**src/rtl/fetch_pkg.sv**
```systemverilog
// Shared encodings for the instruction-fetch prefetch unit: redirect source
// selects, fetch FSM states and the default exception vector.
package fetch_pkg;

  typedef enum logic [1:0] {
    SEL_IMD  = 2'b00,
    SEL_REGA = 2'b01,
    SEL_INDX = 2'b10,
    SEL_EXC  = 2'b11
  } sel_t;

  typedef enum logic [1:0] {
    ST_IDLE = 2'b00,
    ST_WAIT = 2'b01,
    ST_DROP = 2'b10
  } state_t;

  localparam int unsigned EXC_PC_DEFAULT = 64;

endpackage

```
**src/rtl/fetch_queue.sv**
```systemverilog
// Synchronous FIFO holding fetched {next_pc, instruction} entries; flush empties
// it in one cycle and wins over push/pop.
module fetch_queue #(
  parameter int unsigned DEPTH = 4,
  parameter int unsigned WIDTH = 64
) (
  input  logic             clock,
  input  logic             reset,
  input  logic             flush,
  input  logic             push,
  input  logic [WIDTH-1:0] push_data,
  input  logic             pop,
  output logic [WIDTH-1:0] pop_data,
  output logic             empty,
  output logic             full
);

  localparam int unsigned PTR_W = $clog2(DEPTH);
  localparam int unsigned CNT_W = PTR_W + 1;

  logic [WIDTH-1:0] mem [DEPTH];
  logic [PTR_W-1:0] wr_ptr;
  logic [PTR_W-1:0] rd_ptr;
  logic [CNT_W-1:0] count;
  logic             do_push;
  logic             do_pop;

  assign empty    = (count == '0);
  assign full     = (count == CNT_W'(DEPTH));
  assign do_pop   = pop && !empty;
  // A full queue still accepts a push when the head leaves in the same cycle.
  assign do_push  = push && (!full || do_pop);
  assign pop_data = mem[rd_ptr];

  always_ff @(posedge clock or posedge reset) begin
    if (reset) begin
      wr_ptr <= '0;
      rd_ptr <= '0;
      count  <= '0;
    end else if (flush) begin
      wr_ptr <= '0;
      rd_ptr <= '0;
      count  <= '0;
    end else begin
      if (do_push) wr_ptr <= wr_ptr + 1'b1;
      if (do_pop)  rd_ptr <= rd_ptr + 1'b1;
      count <= count + CNT_W'(do_push) - CNT_W'(do_pop);
    end
  end

  always_ff @(posedge clock) begin
    if (do_push && !flush) mem[wr_ptr] <= push_data;
  end

endmodule

```
**src/rtl/fetch_prefetch.sv**
```systemverilog
// Instruction fetch with a prefetch queue feeding the IF/ID register.
// Optional FETCH_PREFETCH_PERF_EN adds fetch and bubble counters.
module fetch_prefetch
  import fetch_pkg::*;
#(
  parameter int unsigned       ADDR_W   = 32,
  parameter int unsigned       DATA_W   = 32,
  parameter int unsigned       DEPTH    = 4,
  parameter logic [ADDR_W-1:0] RESET_PC = '0,
  parameter logic [ADDR_W-1:0] EXC_PC   = ADDR_W'(EXC_PC_DEFAULT)
) (
  input  logic              clock,
  input  logic              reset,
  input  logic              ex_if_stall,
  input  logic              fw_if_id_stall,
  input  logic              id_if_selfontepc,
  input  logic [1:0]        id_if_seltipopc,
  input  logic [ADDR_W-1:0] id_if_rega,
  input  logic [ADDR_W-1:0] id_if_pcimd2ext,
  input  logic [ADDR_W-1:0] id_if_pcindx,
  output logic [ADDR_W-1:0] if_id_proximopc,
  output logic [DATA_W-1:0] if_id_instrucao,
  output logic              if_gdm_en,
  output logic [ADDR_W-1:0] if_gdm_addr,
  input  logic              gdm_if_ack,
  input  logic [DATA_W-1:0] gdm_if_data,
`ifdef FETCH_PREFETCH_PERF_EN
  output logic [31:0]       perf_fetch_cnt,
  output logic [31:0]       perf_bubble_cnt,
`endif
  output logic [1:0]        dbg_state
);

  localparam int unsigned ENT_W = ADDR_W + DATA_W;

  state_t            state;
  logic [ADDR_W-1:0] pc;
  logic [ADDR_W-1:0] pc_next4;
  logic [ADDR_W-1:0] target;
  logic              redirect;
  logic              push;
  logic              pop;
  logic              q_empty;
  logic              q_full;
  logic [ENT_W-1:0]  q_rdata;

  assign redirect = id_if_selfontepc;
  assign pc_next4 = pc + ADDR_W'(4);

  always_comb begin
    target = EXC_PC;
    case (id_if_seltipopc)
      SEL_IMD:  target = id_if_pcimd2ext;
      SEL_REGA: target = id_if_rega;
      SEL_INDX: target = id_if_pcindx;
      default:  target = EXC_PC;
    endcase
  end

  // Memory handshake: if_gdm_en/if_gdm_addr stay stable until a cycle with
  // gdm_if_ack; that cycle completes the transfer and gdm_if_data is valid only then.
  assign push = (state == ST_WAIT) && gdm_if_ack && !redirect;
  assign pop  = !fw_if_id_stall && !redirect && !ex_if_stall && !q_empty;

  fetch_queue #(
    .DEPTH(DEPTH),
    .WIDTH(ENT_W)
  ) u_queue (
    .clock    (clock),
    .reset    (reset),
    .flush    (redirect),
    .push     (push),
    .push_data({pc_next4, gdm_if_data}),
    .pop      (pop),
    .pop_data (q_rdata),
    .empty    (q_empty),
    .full     (q_full)
  );

  always_ff @(posedge clock or posedge reset) begin
    if (reset) begin
      state       <= ST_IDLE;
      pc          <= RESET_PC;
      if_gdm_en   <= 1'b0;
      if_gdm_addr <= '0;
    end else begin
      case (state)
        ST_IDLE: begin
          if (redirect) begin
            pc <= target;
          end else if (!q_full) begin
            // IDLE has no request in flight, so one free slot covers the new one.
            state       <= ST_WAIT;
            if_gdm_en   <= 1'b1;
            if_gdm_addr <= pc;
          end
        end
        ST_WAIT: begin
          if (redirect) begin
            pc <= target;
            if (gdm_if_ack) begin
              state     <= ST_IDLE;
              if_gdm_en <= 1'b0;
            end else begin
              state <= ST_DROP;
            end
          end else if (gdm_if_ack) begin
            pc        <= pc_next4;
            state     <= ST_IDLE;
            if_gdm_en <= 1'b0;
          end
        end
        ST_DROP: begin
          if (redirect) pc <= target;
          if (gdm_if_ack) begin
            state     <= ST_IDLE;
            if_gdm_en <= 1'b0;
          end
        end
        default: begin
          state     <= ST_IDLE;
          if_gdm_en <= 1'b0;
        end
      endcase
    end
  end

  always_ff @(posedge clock or posedge reset) begin
    if (reset) begin
      if_id_proximopc <= '0;
      if_id_instrucao <= '0;
    end else if (fw_if_id_stall) begin
      if_id_proximopc <= if_id_proximopc;
      if_id_instrucao <= if_id_instrucao;
    end else if (redirect) begin
      if_id_proximopc <= target;
      if_id_instrucao <= '0;
    end else if (ex_if_stall || q_empty) begin
      if_id_proximopc <= pc;
      if_id_instrucao <= '0;
    end else begin
      {if_id_proximopc, if_id_instrucao} <= q_rdata;
    end
  end

`ifdef FETCH_PREFETCH_PERF_EN
  logic bubble_wr;

  assign bubble_wr = !fw_if_id_stall && (redirect || ex_if_stall || q_empty);
  assign dbg_state = state;

  always_ff @(posedge clock or posedge reset) begin
    if (reset) begin
      perf_fetch_cnt  <= '0;
      perf_bubble_cnt <= '0;
    end else begin
      if (push)      perf_fetch_cnt  <= perf_fetch_cnt + 32'd1;
      if (bubble_wr) perf_bubble_cnt <= perf_bubble_cnt + 32'd1;
    end
  end
`else
  assign dbg_state = state;
`endif

endmodule

```
**config.mk**
```make
export PLATFORM = sky130hd
export DESIGN_NAME = fetch_prefetch
export DESIGN_NICKNAME = d
export VERILOG_FILES = /design/src/rtl/fetch_pkg.sv /design/src/rtl/fetch_queue.sv /design/src/rtl/fetch_prefetch.sv
export SDC_FILE = /design/constraint.sdc
export NUM_CORES = 1
export LEC_CHECK = 0
export BUFFER_PORTS_ARGS = -buffer_cell sky130_fd_sc_hd__buf_2
export CORE_MARGIN = 2
export CORE_UTILIZATION = 55
export CTS_BUF_LIST = sky130_fd_sc_hd__clkbuf_16
export DETAILED_ROUTE_END_ITERATION = 8
export PLACE_DENSITY = 0.79
export SYNTH_ARGS = -nofsm -noshare
export SYNTH_HDL_FRONTEND = slang
export SYNTH_SLANG_ARGS = --single-unit
```
**constraint.sdc**
```tcl
create_clock -name clock -period 7.6 [get_ports clock]
set_input_delay 1.52 -clock clock [delete_from_list [all_inputs] [get_ports clock]]
set_output_delay 1.52 -clock clock [all_outputs]
set_load 0.02 [all_outputs]
```
# Yosys cells after proc, flatten, opt, wreduce, memory -nomap -nowiden
# Memory sizes are Yosys's and may differ from the RTL's.
# Cells that the tools add are included.
# word_totals
out_inout_bits	99
mem_bits_rw	256
regBits	138
input_bits	136
word_cells	80
memories	1
# op_classes
n_eq_ne	10
mux	26
bitwise_logic	2
n_reduce_logical	27
addsub	5
# memory_table
name	depth	word_bits	read_ports	rd_clocked_by_memory_dff	wr	line_no	text
u_queue.mem	4	64	1	0	1	fetch_queue.sv:21	logic [WIDTH-1:0] mem [DEPTH];
# op_table
cell	n
2-to-1 mux 32 bit	7
case mux 32 bit (3 select lines)	1
case mux 32 bit (2 select lines)	1
adder 32 x 3 -> 32 bit (second input constant)	1
2-to-1 mux 2 bit	9
AND reduction 3 bit	3
logical AND 1 bit	8
case mux 2 bit (3 select lines)	1
nonzero test 2 bit	3
zero test 1 bit	5
2-to-1 mux 1 bit	5
adder 2 x 1 -> 2 bit (second input constant)	2
equality test 2 x 1 -> 1 bit (second input constant)	2
equality test 2 bit (second input constant)	2
zero test 2 bit	2
inequality test 2 x 1 -> 1 bit (second input constant)	2
inequality test 2 bit (second input constant)	2
OR reduction 2 bit	2
adder 3 x 1 -> 3 bit	1
equality test 3 bit (second input constant)	1
zero test 3 bit	1
2-to-1 mux 3 bit	1
inequality test 3 bit (second input constant)	1
subtractor 3 x 1 -> 3 bit	1
4 further kinds	6

# Longest topological paths before layout
# depth
ltp_word	10
mapped_depth	10

# Hierarchy
# From an unflattened synthesis, not the netlist that was laid out.
# hier_totals
cells_unflattened	1139
hier_area_um2	16915.0
# by_module_without_submodules
module	area_per_inst_um2	n_inst	cells_each	seq_area_each_um2
fetch_queue	9721.8	1	380	7862.5
fetch_prefetch	7193.1	1	759	3278.1

# Worst setup path before layout
# Ideal clock, no wire load.
# synth_path
path_kind	input -> register
startpoint	input fw_if_id_stall
endpoint	memory u_queue.mem[0][0], enable pin
stages	5
arrival_time_ns	4.064
required_ns	7.171
setup_ns	0.429
setup_slack_ns	3.108
cell_sequence	clkbuf_1 -> or3_1 -> nand2b_1 -> a21oi_4 -> and2_1
# synth_via
elab_chain_cells	10
# synth_lines
element	line_no	text
from (decl)	fetch_prefetch.sv:15	input logic fw_if_id_stall,
zero test 1 bit	fetch_prefetch.sv:63	assign pop = !fw_if_id_stall && !redirect && !ex_if_stall && !q_empty;
logical AND 1 bit (3 in a row)	fetch_prefetch.sv:63	
logical AND 1 bit	fetch_queue.sv:30	assign do_pop = pop && !empty;
logical OR 1 bit	fetch_queue.sv:32	assign do_push = push && (!full || do_pop);
logical AND 1 bit	fetch_queue.sv:32	
logical AND 1 bit	fetch_queue.sv:52	if (do_push && !flush) mem[wr_ptr] <= push_data;
2-to-1 mux 1 bit	fetch_queue.sv:52	
2-to-1 mux 1 bit (implied by the code)	fetch_queue.sv:52	
to (decl)	fetch_queue.sv:21	
# Every way passes these cells.

# Final worst setup path
# layout_path
startpoint	input id_if_selfontepc
endpoint	memory u_queue.mem[3][41], enable pin
# layout_via
elab_chain_cells	10
word_cells_on_any_way	11
cone_classes	mux: 2; reduce/logical: 9
# layout_lines
element	line_no	text
from (decl)	fetch_prefetch.sv:16	input logic id_if_selfontepc,
zero test 1 bit (*)	fetch_queue.sv:52, fetch_prefetch.sv:62, fetch_prefetch.sv:63	
logical AND 1 bit (3 in a row)	fetch_prefetch.sv:63	
logical AND 1 bit	fetch_queue.sv:30	
logical OR 1 bit	fetch_queue.sv:32	
logical AND 1 bit	fetch_queue.sv:32	
logical AND 1 bit (*)	fetch_queue.sv:52	
2-to-1 mux 1 bit (*)	fetch_queue.sv:52	
2-to-1 mux 1 bit (implied by the code) (*)	fetch_queue.sv:52	
# Every way passes the cells marked *; elsewhere a longest branch is shown, timed or not.

==> reports/results.txt <==
Status = complete, no violations
Post-synth ARST share = 35.0%
GR Util All Layers = 25.8%
Clock Path Buffers = 3
Synth area leaders = edfxtp_1 44%, dfrtp_1 20%, mux4_2 8.3%, mux2_2 2.1%, a22o_1 1.9%
Length of the first detailed-routing pass in iterations = 6
Final Hold Fails = 0
Setup TNS = 0 ns
Unrepaired setup endpoints after global routing = no
Max stage delay on crit path = 0.86 ns
Port Buffers = 234
Number of post-CTS setup repair buffers = 0
Worst Path Required = 7.75 ns
Area grow syn2layout = 15.0%
Pin count of the biggest net entering global routing = 98
Average size of a mapped cell = 15.1 sq um
WHS = 0.481 ns
DRC Markers = 0
Critical path fanouts, max = 64
HPWL after DPL = 25900 um
CP Launch Type = input pin
Synth Warn # = 0
Die Y-Extent = 182 um
Slew of the pin with the lowest slew margin = 1.21 ns
# rows = 65
CTS Buf Count = 39
Cell Area, Synth = 0.0174 sq mm
Setup Crit Path Kind = in -> reg
Final Cycle Share = 48.9%
First-pass GRT wire length = 65800 um
Max transition margin = 18.6%
Final Critical Period = 3.71 ns
Peak VDD IR = 224 uV
Final Setup Violations = 0
Vias in the first global route = 11400
Vias = 11200
Commonest non-fill, non-tap cell in the layout = edfxtp_1
Clock transition at path regs = 0.06 ns
CTS-repair resized insts = 0
Initial antenna violation count = 1
Seq/Total Area, Yosys = 64.1%
CTS tree = built
Synthesis-stage register bit count = 394
Wirelength, routed = 42400 um
CP arrival = 3.87 ns
Synth cell types = 67
CP top delay family = simple AND/OR/NAND/NOR gates
Core area = 0.0313 sq mm
Initial DRC Count = 1137
Post-synth EDFFs = 256
CP endpoint kind = flop
Avg WL per Cell = 23.8 um
Antenna viol nets, final = 0
Slowest stage cell, crit path = and2_4
Power per cell area = 326 mW/mm^2
WP buf/inv = 2
Full die area = 0.0331 sq mm
CP Cell Sequence = buf_2 > buf_4 > or3_1 > nand2b_1 > a21oi_4 > and2_4
Post-synth top area share = 44.2%
Mapped Nets = 1302
Diodes inserted = 0
Clk root buf = clkbuf_16
H-tree levels = 2
Clock Sinks = 394
Syn Inst Count = 1154
IO Count = 235
Initial Util = 55.5%
Max_cap viols = 0
Vias/cell = 6.29
Synth area leader = edfxtp_1
Share of cells above drive strength 1 = 30.8%
Synth Flop Type = edfxtp_1
Layout Nets = 1494
F_max = 269 MHz
Hold Path Class = reg -> reg
Placer Congestion = 0.804
Die X = 182 um
Post-CTS Hold Buffers = 0
Worst-Skew Late Latency = 0.54 ns
Fin Clk Skew = 0.0218 ns
Max Slew Vio Count = 0
Leak = 7.64 nW
Gr ovfl total = 0
Most frequent cells in the layout = 256 x edfxtp_1, 233 x buf_2, 136 x dfrtp_1
-- synth_stat cells, types with 11 or more instances --
cell type  instances
o211ai_1          11
a22o_1            38
o21bai_1          26
ha_1              11
clkbuf_1          52
buf_2             29
xnor2_1           22
a211oi_1          31
dfrtp_1          138
buf_4             12
o2bb2ai_1         26
a2bb2oi_1         11
mux4_2            64
a21oi_1           19
o21ai_0           37
nand4_1           13
mux2i_1           33
nand2_1           70
mux2_2            32
edfxtp_1         256
inv_1             11
nor2_1            31
nand3_1           15
nor3b_1           33
-- layout make-up --
| type | instances | area [sq um] |
|---|---|---|
| clock buffer | 39 | 976 |
| fill | 2210 | 11300 |
| timing repair buffer | 252 | 1310 |
| clock inverter | 33 | 264 |
| multi-input combinational | 648 | 5750 |
| tap | 402 | 503 |
| sequential | 394 | 11100 |
| inverter | 11 | 46.3 |
-- state kept, by name, summed over array words and instances (netlist names) --
register and cells:
dbg_state 2, if_gdm_addr 32, if_gdm_en 1, if_id_instrucao 32, if_id_proximopc 32, pc 32, u_queue.count 3, u_queue.mem 256
u_queue.rd_ptr 2, u_queue.wr_ptr 2
-- kinds of logic (layout without fill, tap and decap cells) --
| kind of cell | after synthesis | after routing | synth area share [%] |
|---|---|---|---|
| flip-flops | 394 | 394 | 64.1 |
| AO/OA/AOI/OAI | 248 | 248 | 10.7 |
| AND/OR/NAND/NOR | 227 | 227 | 7.48 |
| multiplexers | 131 | 131 | 12.4 |
| buffers and inverters | 112 | 335 | 2.99 |
| XOR/XNOR | 30 | 30 | 1.51 |
| adder cells (fa/ha/maj) | 12 | 12 | 0.907 |
-- metrics by stage --
step | setup WS [ns] | power [mW] | instance area (sq um) | util (%) | instances
floorplan | 2.38 | 4.12 | 17400 | - | 1154
global placement | 3.41 | 4.60 | 18800 | 59.9 | 1707
detailed placement | 3.33 | 4.66 | 18800 | 59.9 | 1707
CTS | 3.89 | 6.53 | 20000 | 63.9 | 1779
global route | 3.76 | 6.78 | 20000 | 63.9 | 1779
finish | 3.89 | 6.51 | 20000 | 63.9 | 1779
-- power by group --
part           internal, mW  leakage [nW]  switching, mW
registers              2.68          4.06          0.344
clock network          1.05         0.662          0.814
logic                 0.648          2.92          0.980
-- layer usage --
| layer | GRT usage (%) | wire length [um] | vias up | part of all wire, % |
|---|---|---|---|---|
| met5 | 0 | 11 | - | 0.026 |
| met4 | 8.78 | 1260 | 2 | 3.0 |
| met3 | 4.39 | 3580 | 91 | 8.4 |
| met2 | 43.7 | 21300 | 579 | 50 |
| met1 | 34.0 | 16300 | 5605 | 38 |
| li1 | - | - | 4913 | - |
-- tightest hold or removal path, cell delays in order, from the launching register on --
cell and delay (ns):
dfrtp_1 0.34, nand2_1 0.05, o21ai_0 0.06
-- worst paths after layout --
path / from / endpoint / slack (ns) / depth (start not counted)
max reg2reg: dbg_state[1] / if_gdm_addr[1] / 4.54 / 6
max: id_if_selfontepc / u_queue.mem[3][41] / 3.89 / 6
min in group asynchronous: reset / if_id_instrucao[22] / 1.15 / 2
min reg2reg: if_id_proximopc[28] / if_id_proximopc[28] / 0.48 / 2
min: if_id_proximopc[28] / if_id_proximopc[28] / 0.48 / 2
max in group asynchronous: reset / pc[31] / 5.18 / 3
No activity file was read; power rests on OpenSTA's default activity.
